## src/rtl/slot_pkg.sv

```systemverilog
// slot_pkg: shared entry-decoder types and constants
package slot_pkg;
  typedef enum logic [1:0] {EMPTY, ONE, TWO, HOLD} entry_state_t;
  typedef logic [3:0] bcd_t;
  localparam bcd_t BCD_MAX = 4'd9;
endpackage

```

## src/rtl/bcd_to_bin.sv

```systemverilog
// bcd_to_bin: two BCD digits to 7-bit binary
module bcd_to_bin
  import slot_pkg::*;
(
  input  bcd_t       tens,
  input  bcd_t       ones,
  output logic [6:0] bin
);
  always_comb bin = ({3'd0, tens} << 3) + ({3'd0, tens} << 1) + {3'd0, ones};
endmodule

```

## src/rtl/bet_entry_decoder.sv

```systemverilog
// bet_entry_decoder: keyed BCD entry to range-checked binary value on valid/ready
module bet_entry_decoder
  import slot_pkg::*;
#(
  parameter int OUT_W     = 4,
  parameter int MAX_VALUE = 15
) (
  input  logic             clk,
  input  logic             reset,
  input  logic [3:0]       digit_in,
  input  logic             digit_strobe,
  input  logic             enter,
  input  logic             clear,
  input  logic             value_ready,
  output logic [OUT_W-1:0] value_out,
  output logic             value_valid,
  output logic             error,
  output logic [3:0]       echo_digits [1:0],
  output logic [1:0]       digit_count
);
  if (MAX_VALUE > 99 || MAX_VALUE > (1 << OUT_W) - 1) begin : g_bad_max
    $error("MAX_VALUE out of range");
  end
  entry_state_t     state_q, state_d;
  bcd_t             ones_q, ones_d, tens_q, tens_d;
  logic [1:0]       cnt_q, cnt_d;
  logic [OUT_W-1:0] value_q, value_d;
  logic             valid_q, valid_d, error_q, error_d;
  logic [6:0]       bin;
  logic             bad_digit;
  bcd_to_bin u_conv (.tens(tens_q), .ones(ones_q), .bin(bin));
  always_comb begin
    state_d   = state_q;
    ones_d    = ones_q;
    tens_d    = tens_q;
    cnt_d     = cnt_q;
    value_d   = value_q;
    valid_d   = valid_q;
    error_d   = 1'b0;
    bad_digit = digit_in > BCD_MAX;
    if (clear || (state_q == HOLD && value_ready)) begin
      state_d = EMPTY;
      ones_d  = '0;
      tens_d  = '0;
      cnt_d   = '0;
      valid_d = 1'b0;
    end else if (state_q == HOLD) begin
      state_d = HOLD;
    end else if (enter) begin
      if (state_q == EMPTY) begin
        error_d = 1'b1;
      end else if (32'(bin) > MAX_VALUE) begin
        error_d = 1'b1;
        state_d = EMPTY;
        ones_d  = '0;
        tens_d  = '0;
        cnt_d   = '0;
      end else begin
        value_d = OUT_W'(bin);
        valid_d = 1'b1;
        state_d = HOLD;
      end
    end else if (digit_strobe) begin
      if (bad_digit || state_q == TWO) begin
        error_d = 1'b1;
      end else begin
        ones_d  = digit_in;
        tens_d  = state_q == ONE ? ones_q : '0;
        cnt_d   = state_q == ONE ? 2'd2 : 2'd1;
        state_d = state_q == ONE ? TWO : ONE;
      end
    end
  end
  always_ff @(posedge clk) begin
    if (reset) begin
      state_q <= EMPTY;
      ones_q  <= '0;
      tens_q  <= '0;
      cnt_q   <= '0;
      value_q <= '0;
      valid_q <= 1'b0;
      error_q <= 1'b0;
    end else begin
      state_q <= state_d;
      ones_q  <= ones_d;
      tens_q  <= tens_d;
      cnt_q   <= cnt_d;
      value_q <= value_d;
      valid_q <= valid_d;
      error_q <= error_d;
    end
  end
  always_comb begin
    value_out      = value_q;
    value_valid    = valid_q;
    error          = error_q;
    echo_digits[0] = ones_q;
    echo_digits[1] = tens_q;
    digit_count    = cnt_q;
  end
endmodule

```

## config.mk

```make
export PLATFORM = sky130hd
export DESIGN_NAME = bet_entry_decoder
export DESIGN_NICKNAME = d
export VERILOG_FILES = /design/src/rtl/slot_pkg.sv /design/src/rtl/bcd_to_bin.sv /design/src/rtl/bet_entry_decoder.sv
export SDC_FILE = /design/constraint.sdc
export NUM_CORES = 1
export LEC_CHECK = 0
export BUFFER_PORTS_ARGS = -buffer_cell sky130_fd_sc_hd__buf_2
export CORE_MARGIN = 2
export CORE_UTILIZATION = 58
export CTS_BUF_LIST = sky130_fd_sc_hd__clkbuf_2 sky130_fd_sc_hd__clkbuf_4 sky130_fd_sc_hd__clkbuf_8
export DETAILED_ROUTE_END_ITERATION = 8
export GPL_TIMING_DRIVEN = 1
export PLACE_DENSITY = 0.83
export SLEW_MARGIN = 5
export SYNTH_ARGS = -nofsm -noshare
export SYNTH_HDL_FRONTEND = slang
export SYNTH_SLANG_ARGS = --single-unit
```

## constraint.sdc

```tcl
create_clock -name clk -period 4.6 [get_ports clk]
set_input_delay 0.92 -clock clk [delete_from_list [all_inputs] [get_ports clk]]
set_output_delay 0.92 -clock clk [all_outputs]
set_load 0.02 [all_outputs]
```

# Word-level counts from Yosys, hierarchy flattened
# Index checks and enable logic that the tools add are counted.
# classes
add_sub_neg	2
order_cmp	2
eq_ne	8
mux	24
bitwise_logic	4
n_reduce_logical	12
# ops
cell	n
$mux 4	9
$mux 2	10
$reduce_and 5->1	2
$add 7x4->7	1
$add 7x5->7	1
$gt 7x4->1 const B	1
$ne 3x3->1 const B	2
$mux 1	5
$eq 2x2->1 const B	2
$gt 4x4->1 const B	1
$ne 2x2->1 const B	2
$not 1->1	4
$reduce_and 4->1	1
$reduce_and 3->1	1
$reduce_bool 3->1	1
$reduce_or 3->1	1
$eq 2x1->1 const B	1
$logic_not 2->1	1
$logic_or 1x1->1	2
$ne 2x1->1 const B	1
$reduce_bool 2->1	1
$reduce_or 2->1	1
$logic_and 1x1->1	1
# word_totals
register_bits	18
inputBits	10
output_inout_bits	16
wordCells	59

# Depth between registers and ports, before layout
# Gate-level depths: netlist (run 1).
# depth
depth_word	7
depth_mapped	10
ltp_nobuf	9

# Hierarchy
# Synthesis (run 1) repeated with hierarchy kept, for this count alone.
# hier_totals
cells_unflattened	117
hier_area_um2	1052.3
# modules_own_cells
mod	n_inst	cells_each	area_each_um2
bet_entry_decoder	1	90	822.0
bcd_to_bin	1	27	230.2

# Worst setup path after synthesis (run 1)
# Ideal clock, no wire load.
# synth_path
path_kind	reg-to-reg
startpoint	register ones_q[3]
endpoint	register cnt_q[1] (netlist: digit_count[1])
t_arrival_ns	2.666
setup_slack_ns	1.815
path_stages_with_launch	11
cell_sequence	dfxtp_1 inv_1 fa_1 inv_1 fa_1 nand3_1 a21oi_1 o221a_4 a2111o_1 buf_6 mux2i_1
# synth_between
elab_chain_len	4
# synth_lines
element	line	source
start: declaration	bet_entry_decoder.sv:25	bcd_t ones_q, ones_d, tens_q, tens_d;
start signal: assignment	bet_entry_decoder.sv:85	ones_q <= ones_d;
$add 7x4->7	bcd_to_bin.sv:9	always_comb bin = ({3'd0, tens} << 3) + ({3'd0, tens} << 1) + {3'd0, ones};
$gt 7x4->1	bet_entry_decoder.sv:52	end else if (32'(bin) > MAX_VALUE) begin
$ne 2x1->1 (no line)	n/a	
$reduce_and 5->1 (no line)	n/a	
end signal: assignment	bet_entry_decoder.sv:87	cnt_q <= cnt_d;
end: declaration	bet_entry_decoder.sv:26	logic [1:0] cnt_q, cnt_d;
# No other way between the ends.
# A chain may end at the register's enable or synchronous reset.

# Worst setup path in the final report (run 1)
# layout_path
startpoint	register ones_q[3]
endpoint	register tens_q[3]
# layout_between
elab_chain_len	4
# layout_lines
element	line	source
$add 7x4->7 / $mux 4 (equally long branches)	bcd_to_bin.sv:9, bet_entry_decoder.sv:68	
$gt 7x4->1 / $mux 4 (equally long branches)	bet_entry_decoder.sv:52, bet_entry_decoder.sv:64	
$ne 2x1->1 (no line) / $mux 4 (equally long branches)	n/a	
$reduce_and 5->1 (no line) / $mux 4 (equally long branches)	n/a	
end signal: assignment	bet_entry_decoder.sv:86	tens_q <= tens_d;
end: declaration	bet_entry_decoder.sv:25	
# Several ways; a longest one is shown, not always the timed one. The select of a mux whose other input is x is not followed.

==> impl_metrics.py, run 1 <==
metrics = {
    "run_status": {
        "status": "finished clean",
    },
    "timing": {
        "min_period_ps": 2940,
        "max_slew_margin_pct": 69.8,
        "worst_hold_slack_ps": 467,
        "fin_skew_ps": 1.91,
        "rsz0062_at_grt": "no",
        "tightest_slew_ps": 453,
        "fmax_mhz": 340,
        "tns_ps": 0,
        "drv_slew": 0,
        "period_share_pct": 63.8,
        "finalSetupViolations": 0,
        "final_hold_viol_count": 0,
    },
    "setup_path": {
        "crit_chain": "inv_1 > fa_1 > inv_1 > fa_1 > nand3_1 > a21oi_1 > o221a_4 > a2111o_1 > mux2i_1",
        "crit_type": "reg -> reg",
        "cp_slowest_stage_delay_ps": 560,
        "cp_slowest_cell": "a2111o_1",
        "crit_buf_inv": 2,
        "rr_endpoint": "tens_q[3]",
        "r2r_cells": 9,
        "crit_path_end_kind": "flip-flop",
        "regToRegSetupSlack_ps": 1660,
        "reg2reg_from": "ones_q[3]",
        "cp_max_fo": 9,
        "worst_setup_path_start_kind": "flip-flop",
        "required_ps": 4780,
        "worstPathArrival_ps": 3120,
        "critical-path-top-delay-family": "adder cells",
    },
    "cts": {
        "cts_made_buffers": 3,
        "post_cts_buffers": 0,
        "cts-htree-levels": 1,
        "clk-insertion-delay-late_ps": 300,
        "cts_resized": 0,
        "cts_buffer_depth": 2,
        "cts_root_buffer": "clkbuf_4",
        "cts_tree": "yes",
        "clkTransAtPathRegs_ps": 100,
        "hold_buffers": 0,
        "cts.sinks": 18,
    },
    "pwr": {
        "irDropWorstVdd_mv": 0.225,
        "p_total_uw": 284,
        "cellLeakagePower_nw": 0.599,
        "power_density_nw_per_um2": 233,
    },
    "placement": {
        "placed_area_um2": 1180,
        "gp_congestion": 0.900,
        "dpl.hpwl_mm": 1.70,
        "io_buffers": 25,
    },
    "route": {
        "wl_mm": 2.11,
        "drc": 0,
        "drt_iter0_drc": 10,
        "via_count": 917,
        "routedWlPerCell_um": 12.5,
        "dr.pass1.iters": 4,
        "ant_nets": 0,
        "via_per_inst": 5.46,
    },
    "grt": {
        "antenna_found_initial": 0,
        "grt_pass1_vias": 790,
        "use_met2_pct": 36.4,
        "grt_util_met1_pct": 28.5,
        "globalRouteOverflowTotal": 0,
        "grt_max_degree": 15,
        "busiest_layer": "met2",
        "grtUsageTotal_pct": 22.3,
        "grt_util_met3_pct": 4.62,
        "grt_pass1_wl_mm": 3.39,
    },
    "cells_and_area": {
        "layout-drive-gt1-share_pct": 22.4,
        "syn2layout_area_growth_pct": 15.1,
        "fin_area_um2": 1220,
        "nNetsFinal": 163,
        "n_antenna_cell": 0,
        "n_fill_cell": 152,
        "final_util_pct": 70.7,
    },
    "synth": {
        "avgSynthCellArea_um2": 8.84,
        "yosys.area.top_type": "dfxtp_1",
        "synth_edf_count": 0,
        "ys.flop_type": "dfxtp_1",
        "syn_area_um2": 1060,
        "syn_nets": 139,
        "yosysUniqueCellTypes": 29,
        "ys_top_cells_by_area": "dfxtp_1, mux2i_1, ha_1",
        "synth_top_area_share_pct": 34.0,
        "ys_seq_elements": 18,
        "synthCells": 120,
        "synth_most_common_cell": "dfxtp_1",
        "synthTopCellsByCount": "dfxtp_1, nand2_1, mux2i_1",
        "yosys_warnings": 0,
        "synthArstFlopShare_pct": 0,
        "synth-seq-area-share_pct": 34.0,
    },
    "min_path": {
        "worstHoldPathCells": 2,
        "hp-class": "reg -> reg",
        "worstHoldEndpoint": "digit_count[1]",
        "hp-start": "digit_count[1]",
    },
    "floorplan": {
        "core_area_um2": 1730,
        "initial_utilization_pct": 61.4,
        "die-height_um": 46.8,
        "num_rows": 15,
        "ioPinCount": 26,
        "die_x_um": 46.8,
        "dieArea_um2": 2190,
    },
    "run": {
        "max_cap_viol_count": 0,
    },
}
## cell type report
cell class              instances  area (um^2)  area share, %
well taps                      25         31.3           2.56
clock buffers                   4         36.3           2.97
multi-input cells              85          623           51.0
flip-flops and latches         18          360           29.5
inverters                      10         37.5           3.07
repair buffers                 26          133           10.9
## power by group
group	switching (mW)	internal, mW
sequential	0.00133	0.157
combinational	0.0156	0.0120
clock	0.0495	0.0483
total	0.0664	0.218
## how the worst max path moves through the flow
stage | startpoint | endpoint | cells after the start
2_1_floorplan | ones_q[3] | digit_count[1] | 10
3_3_place_gp | ones_q[3] | digit_count[1] | 9
3_5_place_dp | ones_q[3] | tens_q[3] | 9
4_1_cts | ones_q[3] | tens_q[3] | 9
5_1_grt | ones_q[3] | tens_q[1] | 9
6_report | ones_q[3] | tens_q[3] | 9
## routing by layer
layer / routed length (um) / vias to the layer above
met5: 0 / -
li1: - / 461
met4: 40 / 0
met1: 911 / 430
met2: 1080 / 21
met3: 71 / 5
## worst min-delay path, delay by kind of cell, from the launching register on
family           cells  cell delay, ps
muxes                1              60
DFF                  1             320
and+or+nand+nor      1              50
## sequential cells by signal, summed over array words and instances (netlist names)
signal / count
ones_q: 4
state_q: 2
digit_count: 2
value_out: 4
tens_q: 4
value_valid: 1
error: 1
## through the flow
| stage | worst slack, ps | std cells |
|---|---|---|
| floorplan | 1810 | 120 |
| global placement | 1780 | 164 |
| detailed placement | 1670 | 164 |
| CTS | 1650 | 168 |
| global route | 1500 | 168 |
| finish | 1660 | 168 |
## logic make-up after synthesis
kind of cell               Yosys count  synth area share, %
and+or+nand+nor                     42                 20.0
AOI/OAI and AO/OA                   19                 12.7
DFF                                 18                 34.0
buffers and inverters               17                 7.31
muxes                               13                 12.3
adders and majority gates            9                 12.0
xor gates and xnor gates             2                 1.65
## layout by cell type (no fill, tap or decap), types with 4 or more instances in the layout
master,instances
buf_2,25
dfxtp_1,18
nand2_1,14
mux2i_1,13
inv_1,10
nand2b_1,9
nand3_1,7
ha_1,7
a21oi_1,6
nor2_1,5
o21ai_0,4
Note: power is estimated with default switching activity, not from simulation.
==> inputs of run 2 (changes only) <==
--- a/config.mk
+++ b/config.mk
@@ -7,11 +7,11 @@
 export LEC_CHECK = 0
 export BUFFER_PORTS_ARGS = -buffer_cell sky130_fd_sc_hd__buf_2
 export CORE_MARGIN = 2
-export CORE_UTILIZATION = 58
+export CORE_UTILIZATION = 49
 export CTS_BUF_LIST = sky130_fd_sc_hd__clkbuf_2 sky130_fd_sc_hd__clkbuf_4 sky130_fd_sc_hd__clkbuf_8
 export DETAILED_ROUTE_END_ITERATION = 8
 export GPL_TIMING_DRIVEN = 1
-export PLACE_DENSITY = 0.83
+export PLACE_DENSITY = 0.74
 export SLEW_MARGIN = 5
 export SYNTH_ARGS = -nofsm -noshare
 export SYNTH_HDL_FRONTEND = slang
==> constraint.sdc (replaced) <==
create_clock -name clk -period 2.5 [get_ports clk]
set_input_delay 0.5 -clock clk [delete_from_list [all_inputs] [get_ports clk]]
set_output_delay 0.5 -clock clk [all_outputs]
set_load 0.02 [all_outputs]
==> run 2 against run 1 <==
Against the previous run:
- sequential power grew 83%
- count of clock-buffer cells in the layout is the same
- die area increased by 17%
- design area grew 9.6%
- critical path type unchanged
- critical endpoint is now tens_q[2]
- largest cell class unchanged
- highest routed layer unchanged
==> impl_metrics.py, run 2 (synthesis gave the netlist of run 1 again) <==
metrics = {
    "setup_path": {
        "worstPathArrival_ps": 2670,
        "crit_path_end_kind": "flip-flop",
        "worst_setup_path_start_kind": "flip-flop",
        "required_ps": 2680,
        "crit_type": "reg -> reg",
        "cp_max_fo": 5,
    },
    "cts": {
        "cts.sinks": 18,
        "cts_root_buffer": "clkbuf_4",
        "cts_buffer_depth": 2,
        "cts_tree": "yes",
        "cts_made_buffers": 3,
        "clkTransAtPathRegs_ps": 100,
        "clk-insertion-delay-late_ps": 290,
        "cts-htree-levels": 1,
    },
    "route": {
        "ant_nets": 0,
        "drt_iter0_drc": 7,
        "via_per_inst": 5.11,
        "drc": 0,
        "dr.pass1.iters": 4,
        "routedWlPerCell_um": 12.6,
        "via_count": 914,
        "wl_mm": 2.26,
    },
    "timing": {
        "finalSetupViolations": 0,
        "max_slew_margin_pct": 77.5,
        "tightest_slew_ps": 336,
        "min_period_ps": 2480,
        "fmax_mhz": 403,
        "tns_ps": 0,
        "drv_slew": 0,
        "rsz0062_at_grt": "yes",
        "period_share_pct": 99.3,
        "final_hold_viol_count": 0,
        "fin_skew_ps": 4.03,
    },
    "pwr": {
        "p_sw_uw": 122,
        "irDropWorstVdd_mv": 0.354,
        "power_frac_seq_pct": 55.2,
        "internal-power_uw": 404,
        "sw_frac_of_total_pct": 23.3,
        "power_frac_comb_pct": 10.9,
        "power_density_nw_per_um2": 393,
        "clkPwrFrac_pct": 33.9,
        "cellLeakagePower_nw": 0.653,
    },
    "placement": {
        "gp_congestion": 0.763,
        "io_buffers": 25,
        "dpl.hpwl_mm": 1.74,
        "placedCellCount": 173,
    },
    "grt": {
        "antenna_found_initial": 0,
        "grt_pass1_wl_mm": 3.91,
        "grtUsageTotal_pct": 20.1,
        "globalRouteOverflowTotal": 0,
        "grt_pass1_vias": 923,
        "grt_max_degree": 15,
    },
    "floorplan": {
        "core_area_um2": 2000,
        "initial_utilization_pct": 53.0,
        "die-height_um": 50.5,
        "ioPinCount": 26,
        "die_x_um": 50.5,
        "num_rows": 16,
        "dieArea_um2": 2550,
    },
    "cells_and_area": {
        "final_cell_mix": "buf_2, nand2_1, mux2i_1, dfxtp_1, nand2b_1",
        "layout-drive-gt1-share_pct": 36.2,
        "syn2layout_area_growth_pct": 26.2,
        "final_cells": 179,
        "layout_commonest_cell": "buf_2",
        "n_antenna_cell": 0,
        "n_fill_cell": 177,
        "nNetsFinal": 172,
    },
    "min_path": {
        "hp-class": "reg -> reg",
    },
    "run": {
        "max_cap_viol_count": 0,
    },
    "run_status": {
        "status": "finished clean",
    },
}
-- run 2: final timing paths --
path	startpoint	endpoint	slack, ps	cells after the start
worst max register to register	ones_q[3]	tens_q[2]	20	10
worst min-delay path	digit_count[1]	digit_count[1]	470	2
worst max-delay path	ones_q[3]	tens_q[2]	20	10
worst min register to register	digit_count[1]	digit_count[1]	470	2
-- run 2: per-layer routing --
layer | GRT usage [%] | share of wire (%) | vias up
met2 | 33.3 | 49 | 20
li1 | - | - | 479
met5 | 0 | 0 | -
met3 | 3.87 | 3.5 | 4
met1 | 26.1 | 46 | 411
met4 | 6.76 | 1.2 | 0
-- run 2: cell type report --
cell class	count	area, um^2	area share (%)
multi-input combinational	85	654	48.9
sequential	18	369	27.6
timing repair buffer	35	208	15.5
clock buffer	4	36.3	2.71
tap	27	33.8	2.52
inverter	10	37.5	2.80
-- run 2: power groups by stage --
stage	Clock [mW]	Sequential, mW	Combinational [mW]
3_5_place_dp	0	0.297	0.0535
6_report	0.178	0.291	0.0576
3_3_place_gp	0	0.297	0.0525
4_1_cts	0.184	0.291	0.0572
5_1_grt	0.200	0.291	0.0621
2_1_floorplan	0	0.299	0.0336
-- run 2: repair_timing --
action                     in CTS  in global routing
cloned                          1                  0
gates resized for setup         9                  3
pin swaps                       2                  0
buffers inserted                1                  0
setup endpoints to repair      14                 14
hold buffers                    0                  0
-- run 2: stage by stage --
stage / setup WS [ps] / power (mW) / instance area [um^2] / util [%] / hold WS (ps)
6_report: 16.8 / 0.526 / 1340 / 66.9 / 467
4_1_cts: 7.37 / 0.532 / 1330 / 66.4 / 465
3_5_place_dp: -44.2 / 0.351 / 1250 / 62.5 / 455
3_3_place_gp: 14.1 / 0.350 / 1250 / 62.5 / 446
2_1_floorplan: 31.4 / 0.332 / 1070 / - / 454
5_1_grt: -73.0 / 0.553 / 1340 / 66.9 / 474
-- run 2: worst max-delay path, cell delays in order (launching register included) --
cell and delay (ps):
dfxtp_4 360, inv_2 40, fa_1 540, inv_2 50
fa_2 350, nand3_2 100, a21oi_2 60, o221a_4 260
a2111o_1 340, buf_6 160, mux2i_1 120
